[src/rtl/numpad_emulator.sv]
// 4x4 keypad model: turns valid/ready key-press commands into active-low row
// responses to the scanner's column strobes. Define NUMPAD_EMULATOR_BOUNCE_EN to model contact bounce.
module numpad_emulator #(
    parameter int HOLD_SCANS     = 8,
    parameter int GAP_SCANS      = 8,
    parameter int TIMEOUT_CYCLES = 65536
) (
    input  logic       clock,
    input  logic       reset_n,
    input  logic [3:0] columns,
    output logic [3:0] rows,
    input  logic       key_valid,
    input  logic [3:0] key_code,
    output logic       key_ready,
    output logic       busy,
    output logic       done,
    output logic       timeout
);

    localparam int CMAX = (HOLD_SCANS > GAP_SCANS) ? HOLD_SCANS : GAP_SCANS;
    localparam int CW   = $clog2(CMAX + 1);
    localparam int TW   = $clog2(TIMEOUT_CYCLES + 1);

    typedef enum logic [2:0] {
        IDLE,
`ifdef NUMPAD_EMULATOR_BOUNCE_EN
        BOUNCE,
`endif
        PRESS,
        GAP,
        DONE
    } state_t;

    state_t        state, state_n;
    logic [3:0]    sync1, cs, cs_d;
    logic [1:0]    col, col_n, row, row_n;
    logic [CW-1:0] cnt, cnt_n, cnt_inc;
    logic [TW-1:0] tcnt, tcnt_n;
    logic          closed, closed_n;
    logic          timeout_q, timeout_n;
    logic [3:0]    rows_n;
    logic          accept, act, cs_ok, active, tmo_hit;
`ifdef NUMPAD_EMULATOR_BOUNCE_EN
    logic [1:0]    bcnt, bcnt_n;
`endif

    assign accept    = key_valid && (state == IDLE);
    assign act       = cs_d[col] && !cs[col];
    assign cnt_inc   = (cnt == CW'(CMAX)) ? cnt : cnt + 1'b1;
    assign key_ready = (state == IDLE);
    assign busy      = (state != IDLE);
    assign done      = (state == DONE);
    assign timeout   = timeout_q;

    always_comb begin
        case (cs)
            4'b1110, 4'b1101, 4'b1011, 4'b0111: cs_ok = 1'b1;
            default:                            cs_ok = 1'b0;
        endcase
    end

    always_comb begin
        active = (state == PRESS) || (state == GAP);
`ifdef NUMPAD_EMULATOR_BOUNCE_EN
        if (state == BOUNCE) active = 1'b1;
`endif
    end

    // Any activation counts as column activity, so it wins over an expiring timer.
    assign tmo_hit = active && !act && (tcnt == TW'(TIMEOUT_CYCLES - 1));

    always_comb begin
        state_n   = state;
        cnt_n     = cnt;
        tcnt_n    = tcnt;
        closed_n  = closed;
        timeout_n = 1'b0;
        col_n     = col;
        row_n     = row;
`ifdef NUMPAD_EMULATOR_BOUNCE_EN
        bcnt_n    = bcnt;
`endif
        if (active) begin
            if (act)
                tcnt_n = '0;
            else if (tcnt != TW'(TIMEOUT_CYCLES - 1))
                tcnt_n = tcnt + 1'b1;
        end
        case (state)
            IDLE: begin
                if (accept) begin
                    col_n  = key_code[3:2];
                    row_n  = key_code[1:0];
                    cnt_n  = '0;
                    tcnt_n = '0;
`ifdef NUMPAD_EMULATOR_BOUNCE_EN
                    state_n  = BOUNCE;
                    bcnt_n   = '0;
                    closed_n = 1'b0;
`else
                    state_n  = PRESS;
                    closed_n = 1'b1;
`endif
                end
            end
`ifdef NUMPAD_EMULATOR_BOUNCE_EN
            // Contact alternates closed/open/closed; the 4th activation is PRESS activation 1.
            BOUNCE: begin
                if (act) begin
                    if (bcnt == 2'd3) begin
                        state_n  = PRESS;
                        cnt_n    = CW'(1);
                        closed_n = 1'b1;
                    end else begin
                        bcnt_n   = bcnt + 1'b1;
                        closed_n = ~bcnt[0];
                    end
                end
            end
`endif
            PRESS: begin
                if (act) begin
                    if (cnt_inc >= CW'(HOLD_SCANS)) begin
                        state_n = GAP;
                        cnt_n   = '0;
                    end else begin
                        cnt_n   = cnt_inc;
                    end
                end
            end
            // The contact stays closed until the first GAP activation so the
            // final hold activation keeps its whole column window.
            GAP: begin
                if (act) begin
                    closed_n = 1'b0;
                    if (cnt_inc >= CW'(GAP_SCANS)) begin
                        state_n = DONE;
                        cnt_n   = '0;
                    end else begin
                        cnt_n   = cnt_inc;
                    end
                end
            end
            DONE: begin
                state_n  = IDLE;
                closed_n = 1'b0;
                tcnt_n   = '0;
            end
            default: begin
                state_n  = IDLE;
                closed_n = 1'b0;
            end
        endcase
        if (tmo_hit) begin
            state_n   = IDLE;
            closed_n  = 1'b0;
            timeout_n = 1'b1;
            cnt_n     = '0;
            tcnt_n    = '0;
        end
    end

    always_comb begin
        rows_n = 4'b1111;
        if (closed_n && cs_ok && !cs[col_n])
            rows_n = ~(4'b0001 << row_n);
    end

    always_ff @(posedge clock or negedge reset_n) begin
        if (!reset_n) begin
            state     <= IDLE;
            sync1     <= 4'b1111;
            cs        <= 4'b1111;
            cs_d      <= 4'b1111;
            col       <= '0;
            row       <= '0;
            cnt       <= '0;
            tcnt      <= '0;
            closed    <= 1'b0;
            timeout_q <= 1'b0;
            rows      <= 4'b1111;
`ifdef NUMPAD_EMULATOR_BOUNCE_EN
            bcnt      <= '0;
`endif
        end else begin
            state     <= state_n;
            sync1     <= columns;
            cs        <= sync1;
            cs_d      <= cs;
            col       <= col_n;
            row       <= row_n;
            cnt       <= cnt_n;
            tcnt      <= tcnt_n;
            closed    <= closed_n;
            timeout_q <= timeout_n;
            rows      <= rows_n;
`ifdef NUMPAD_EMULATOR_BOUNCE_EN
            bcnt      <= bcnt_n;
`endif
        end
    end

endmodule

[config.mk]
export PLATFORM = sky130hd
export DESIGN_NAME = numpad_emulator
export DESIGN_NICKNAME = d
export VERILOG_FILES = /design/src/rtl/numpad_emulator.sv
export SDC_FILE = /design/constraint.sdc
export NUM_CORES = 1
export LEC_CHECK = 0
export ABC_AREA = 1
export BUFFER_PORTS_ARGS = -buffer_cell sky130_fd_sc_hd__buf_2
export CELL_PAD_IN_SITES_DETAIL_PLACEMENT = 2
export CELL_PAD_IN_SITES_GLOBAL_PLACEMENT = 2
export CORE_MARGIN = 4
export CORE_UTILIZATION = 34
export CTS_BUF_LIST = sky130_fd_sc_hd__clkbuf_2 sky130_fd_sc_hd__clkbuf_4 sky130_fd_sc_hd__clkbuf_8
export DETAILED_ROUTE_END_ITERATION = 7
export GPL_TIMING_DRIVEN = 0
export PLACE_DENSITY_LB_ADDON = 0.2
export SLEW_MARGIN = 20
export SYNTH_ARGS = -nofsm -noshare
export SYNTH_HDL_FRONTEND = slang
export SYNTH_SLANG_ARGS = --single-unit
[constraint.sdc]
create_clock -name clock -period 1.7 [get_ports clock]
set_input_delay 0.17 -clock clock [delete_from_list [all_inputs] [get_ports clock]]
set_output_delay 0.17 -clock clock [all_outputs]
set_load 0.01 [all_outputs]
# [Yosys cells after proc, flatten, opt, wreduce, memory -nomap -nowiden]
# Cells that the tools add are included.
[word_totals] register_bits=46 in_bits=11 out_inout_bits=8 word_cells=87
[op_classes] add_sub_neg=2 n_lt_le_gt_ge=3 n_eq_ne=16 n_shift=1 muxes=36 bitwise=1 reduce_logical=17
[ops] operator="two-way mux 17 bit" n=5
[ops] operator="case mux 17 bit (2 select lines)" n=1
[ops] operator="two-way mux 4 bit" n=6
[ops] operator="two-way mux 3 bit" n=6
[ops] operator="adder 17 x 1 -> 17 bit, second input constant" n=1
[ops] operator="== test 17 x 16 -> 1 bit, second input constant" n=1
[ops] operator="inequality test 17 x 16 -> 1 bit, second input constant" n=1
[ops] operator="== test 4 bit, second input constant" n=4
[ops] operator="case mux 3 bit (3 select lines)" n=1
[ops] operator="two-way mux 1 bit" n=8
[ops] operator="two-way mux 2 bit" n=4
[ops] operator="case mux 4 bit (2 select lines)" n=1
[ops] operator="binary-select mux 1 bit (select 2 bit)" n=3
[ops] operator="== test 3 x 2 -> 1 bit, second input constant" n=2
[ops] operator="logical AND 1 bit" n=6
[ops] operator="less-than comparator 2 x 3 -> 1 bit, second input constant" n=2
[ops] operator="inequality test 3 x 1 -> 1 bit, second input constant" n=2
[ops] operator="inequality test 3 x 2 -> 1 bit, second input constant" n=2
[ops] operator="inequality test 3 bit, second input constant" n=2
[ops] operator="nonzero test 3 bit" n=2
[ops] operator="AND reduction 5 bit" n=1
[ops] operator="adder 4 x 1 -> 4 bit, second input constant" n=1
[ops] operator="== test 4 x 3 -> 1 bit, second input constant" n=1
[ops] operator=">= comparator 4 bit, second input constant" n=1
[ops] operator="other kinds (10)" n=12

# [Logic depth before layout (Yosys ltp)]
[logic_depth] ltp_word=11 ltp_mapped=11 ltp_nobuf=11

# [Worst setup path after synthesis]
# Ideal clock, no wire load.
[synth_path] path_type="register to register" from="reg state[0]" to="reg tcnt[8]" setup_time_ns=0.121 arrival_time_ns=1.516 t_required_ns=1.579 slack_ns=0.064 stages_incl_launch_ff=8 path_buffers=2 synth_period_minus_slack_ns=1.636 path_cell_list="dfrtp_1 inv_1 ha_1 buf_2 buf_1 nand4_1 nand2_1 nor2_1"
[synth_between] elab_chain_cells=6 elab_cells_between_ends=12 cone_classes="3 x eq/ne; 4 x mux; 5 x reduce/logical"
[synth_rtl] element="start: declaration" line="34" source="state_t state, state_n;"
[synth_rtl] element="start signal: assignment" line="186" source="state <= state_n;"
[synth_rtl] element="== test 3 x 1 -> 1 bit or == test 3 x 2 -> 1 bit (tied branches)" line="63" source="active = (state == PRESS) || (state == GAP);"
[synth_rtl] element="logical OR 1 bit" line="63"
[synth_rtl] element="two-way mux 17 bit" line="83" source="if (active) begin"
[synth_rtl] element="two-way mux 17 bit" line="91" source="if (accept) begin"
[synth_rtl] element="case mux 17 bit (2 select lines)" line="89" source="case (state)"
[synth_rtl] element="two-way mux 17 bit *" line="154" source="if (tmo_hit) begin"
[synth_rtl] element="via tcnt_n[8]" line="38" source="logic [TW-1:0] tcnt, tcnt_n;"
[synth_rtl] element="end signal: assignment" line="193" source="tcnt <= tcnt_n;"
[synth_rtl] element="end: declaration" line="38"
# Mark *: on every way through the listed nets, which the timed path passes. The rest lies on a longest branch.
# A chain may end at the register's enable or synchronous reset.

# [Worst setup path in the final report]
[layout_path] from="reg tcnt[0]" to="reg tcnt[5]"
[layout_between] elab_chain_cells=7 elab_cells_between_ends=10 cone_classes="1 x add/sub; 2 x eq/ne; 6 x mux; 1 x reduce/logical"
[layout_rtl] element="adder 17 x 1 -> 17 bit or inequality test 17 x 16 -> 1 bit (tied branches)" line="87, 86"
[layout_rtl] element="two-way mux 17 bit" line="86" source="else if (tcnt != TW'(TIMEOUT_CYCLES - 1))"
[layout_rtl] element="two-way mux 17 bit" line="84" source="if (act)"
[layout_rtl] element="two-way mux 17 bit" line="83"
[layout_rtl] element="two-way mux 17 bit" line="91"
[layout_rtl] element="case mux 17 bit (2 select lines)" line="89"
[layout_rtl] element="two-way mux 17 bit *" line="154"
[layout_rtl] element="via tcnt_n[5]" line="38"
# Marks and branches as above.

==> summary.txt <==
Critical path launch point type - flop
Pwr dens - 1580 nW/um^2
Via density - 5.17
Slew HR - 60.5%
# IOs - 19
Nets@finish - 386
Status - finished with violations
Hold path depth - 3
Final Hold Vio Count - 0
Synth cell types - 32
Worst-skew pair later-pin latency - 0.32 ns
Via count - 2,406
DRT iter0 DRCs - 50
Synth Area in XOR/XNOR - 0.701%
Cells after DPL - 419
Die Y - 93.7 um
Min-Delay Path Class - input pin to flop
Critical-path top delay cell - dfrtp_1
GRT Total Usage - 17.8%
WP data arrival - 1.98 ns
Worst-margin pin slew - 0.593 ns
Final Non-Filler Cells - 465
TritonCTS buffer count - 5
Highest clock rate - 0.565 GHz
Compound-Gate Fraction of Synth Area - 4.66%
Initial Util - 35.8%
Leakage - 1.50 nW
Clock sinks - 45
H-tree levels - 2
Most Frequent Cell on Critical Path - nand2_4
Worst R2R Path Depth - 11
WL per Instance - 19.1 um
Antenna violations before repair - 0
Max FO, Critical Path - 6
Core area - 6980 um^2
Die ar. - 8780 um^2
R2r setup slk - -0.07 ns
Clock Skew - 0.0154 ns
Die Wd - 93.7 um
Clock Pin Slew Worst Setup and Hold Paths - 0.10 ns
Top-area cell type share of the netlist area - 29.1%
Final HPWL DP - 4810 um
Top delay family on crit path - simple AND/OR/NAND/NOR gates
Reg area - 1150 um^2
Failing checks - setup timing
Fill count - 793
Crit path depth - 11
Cells after Synth - 305
Number of diodes - 0
Max Slew Vio Count - 0
Post-synthesis register bit count - 45
Slowest stage delay, CP - 0.42 ns
Area occupied by multi-input gates - 1280 um^2
Crit. End Element - flop
Vias in the first global route - 2,494
Main area contributors after synthesis - dfrtp_1, dfstp_2, nand2_1, nor2_1, inv_1
Maximum VDD drop - 0.574 mV
Longest Clk Path Bufs - 2
Critical path type - flop to flop
Row cnt - 30
Pre-CTS WS - -0.357 ns
Port bufs - 18
Post-Synth Simple-Gate Area - 37.4%
Tcrit/Tclk final - 104%
CTS tree - built
Worst EP required - 1.91 ns
Post-synthesis cell area - 2500 um^2
Largest area contributor in the netlist - dfrtp_1
Initial DRT Pass Iterations - 4
Final setup viols - 18
Crit path cell chain - ha_4, nand3_4, inv_4, nand2_8, nor2_4, nand2_4, nand2_4, o21ai_4, buf_12, clkinv_8, nor2_1
Remaining routing DRC violations - 0
First-pass GRT wire length - 12,200 um
Routed wire length - 8870 um
Share of cells above drive strength 1 - 36.9%
Syn Nets - 323
Mean Syn Cell Area - 8.19 um^2
Final worst-path setup slack - -0.0706 ns
Clk root buf - clkbuf_8
RSZ-0062 raised after global routing - yes
Largest net degree at the start of global routing - 46
Antenna Violating Nets Remaining - 0
GPL Wtd Cong - 0.746
Largest family of logic cells by synthesized area - simple AND/OR/NAND/NOR gates
Post-Synth Adder-Cell Area - 3.51%
Register area share after synthesis - 45.9%
Min Tclk post-route - 1.77 ns
GRT overflow - 0
CP bufs+invs - 3
Area Growth Syn to Fin - 31.9%
Post-synthesis mux area share - 0%
Yosys Warn Count - 0
Max-cap violations - 0
[worst min-delay path, delay by kind of cell]
family                 cells  cell delay, ns
AND/OR/NAND/NOR            2            0.18
buffers and inverters      1            0.07
[kinds of logic (layout without fill, tap and decap cells)]
logic type,after synthesis,count (layout)
compound gates,17,17
xor+xnor,2,2
fa+ha+maj,7,7
buf+inv,47,111
flops,45,45
simple gates,187,187
[per-stage QoR]
stage / setup TNS [ns] / area (um^2) / hold slack, ns / utilization [%] / total power (W)
global route: -2.61 / 3290 / 0.171 / 47.2 / 0.00559
CTS: 0 / 3030 / 0.0854 / 43.4 / 0.00463
floorplan: 0 / 2500 / -0.126 / - / 0.00275
finish: -0.878 / 3290 / 0.155 / 47.2 / 0.00522
global placement: -4.27 / 2710 / 0.275 / 38.8 / 0.00328
detailed placement: -4.75 / 2710 / 0.276 / 38.8 / 0.00335
[final timing paths]
path,endpoint,from
worst min-delay path,col[0],key_code[2]
worst min register to register,cs[2],sync1[2]
worst max register to register,tcnt[5],tcnt[0]
worst max-delay path,tcnt[5],tcnt[0]
max in group asynchronous,tcnt[12],reset_n
min in group asynchronous,col[0],reset_n
[report_power, final]
group	switching [W]	total (W)	internal (W)
registers	0.000135	0.00137	0.00124
logic	0.00189	0.00298	0.00109
clock network	0.000408	0.000869	0.000461
[layout make-up]
| type | count | share of cell area, % |
|---|---|---|
| Multi-Input combinational cell | 213 | 38.8 |
| Sequential cell | 45 | 34.8 |
| Timing Repair Buffer | 55 | 12.4 |
| Inverter | 43 | 5.74 |
| Tap cell | 96 | 3.65 |
| Clock buffer | 6 | 2.32 |
| Clock inverter | 2 | 1.18 |
| Buffer | 4 | 0.950 |
| Timing Repair inverter | 1 | 0.228 |
[Yosys cell counts]
library cell,number
inv_2,2
nor2_4,6
clkinv_4,1
nor2_8,1
nor3_1,2
nand3_4,1
xor2_1,2
ha_1,7
nand2_1,69
nand3_2,1
nand2_2,8
a21oi_2,1
o21ai_4,1
nor2_2,2
nand3_1,28
and2_1,1
inv_1,38
o21ai_0,3
inv_4,2
nand3b_1,2
buf_1,1
nand4_1,19
o21bai_1,6
dfstp_2,16
o21ai_1,1
nand2_4,4
dfrtp_1,29
nor2_1,43
buf_2,2
a31oi_1,1
buf_6,1
a21oi_1,4
[flip-flops by register name, summed over array words and instances (netlist names)]
name     flops
timeout      1
sync1        4
state        2
row          2
closed       1
cs           4
col          2
tcnt        17
rows         4
cnt          4
cs_d         4
[metal layers]
metal / GRT usage (%) / vias to the layer above / share of wire [%]
met5: 0 / - / 0
met4: 5.78 / 0 / 2.9
met3: 2.48 / 24 / 2.0
li1: - / 1103 / -
met1: 22.0 / 1238 / 41
met2: 31.6 / 41 / 55
[cell usage in the layout (no fill, tap or decap), types with 3 or more instances in the layout]
| master | instances |
|---|---|
| dlygate4sd3_1 | 5 |
| nand2_2 | 12 |
| nand4_1 | 19 |
| nand2_1 | 63 |
| o21bai_1 | 5 |
| inv_1 | 35 |
| buf_4 | 33 |
| dfrtp_1 | 29 |
| clkbuf_8 | 5 |
| a21oi_1 | 3 |
| nor2_2 | 13 |
| buf_2 | 18 |
| ha_1 | 5 |
| inv_2 | 4 |
| nor2_4 | 8 |
| nand3_1 | 27 |
| o21ai_0 | 3 |
| nand2_4 | 5 |
| dfstp_2 | 16 |
| nor2_1 | 30 |
[repair_timing]
item	CTS	global route
hold buffers	4	1
endpoints found under the hold margin	4	29
setup endpoints to repair	27	23
resized for setup	16	28
pin swaps	5	15
gates cloned	1	0
setup buffers	12	20
Power figures use the tool's default switching activity.
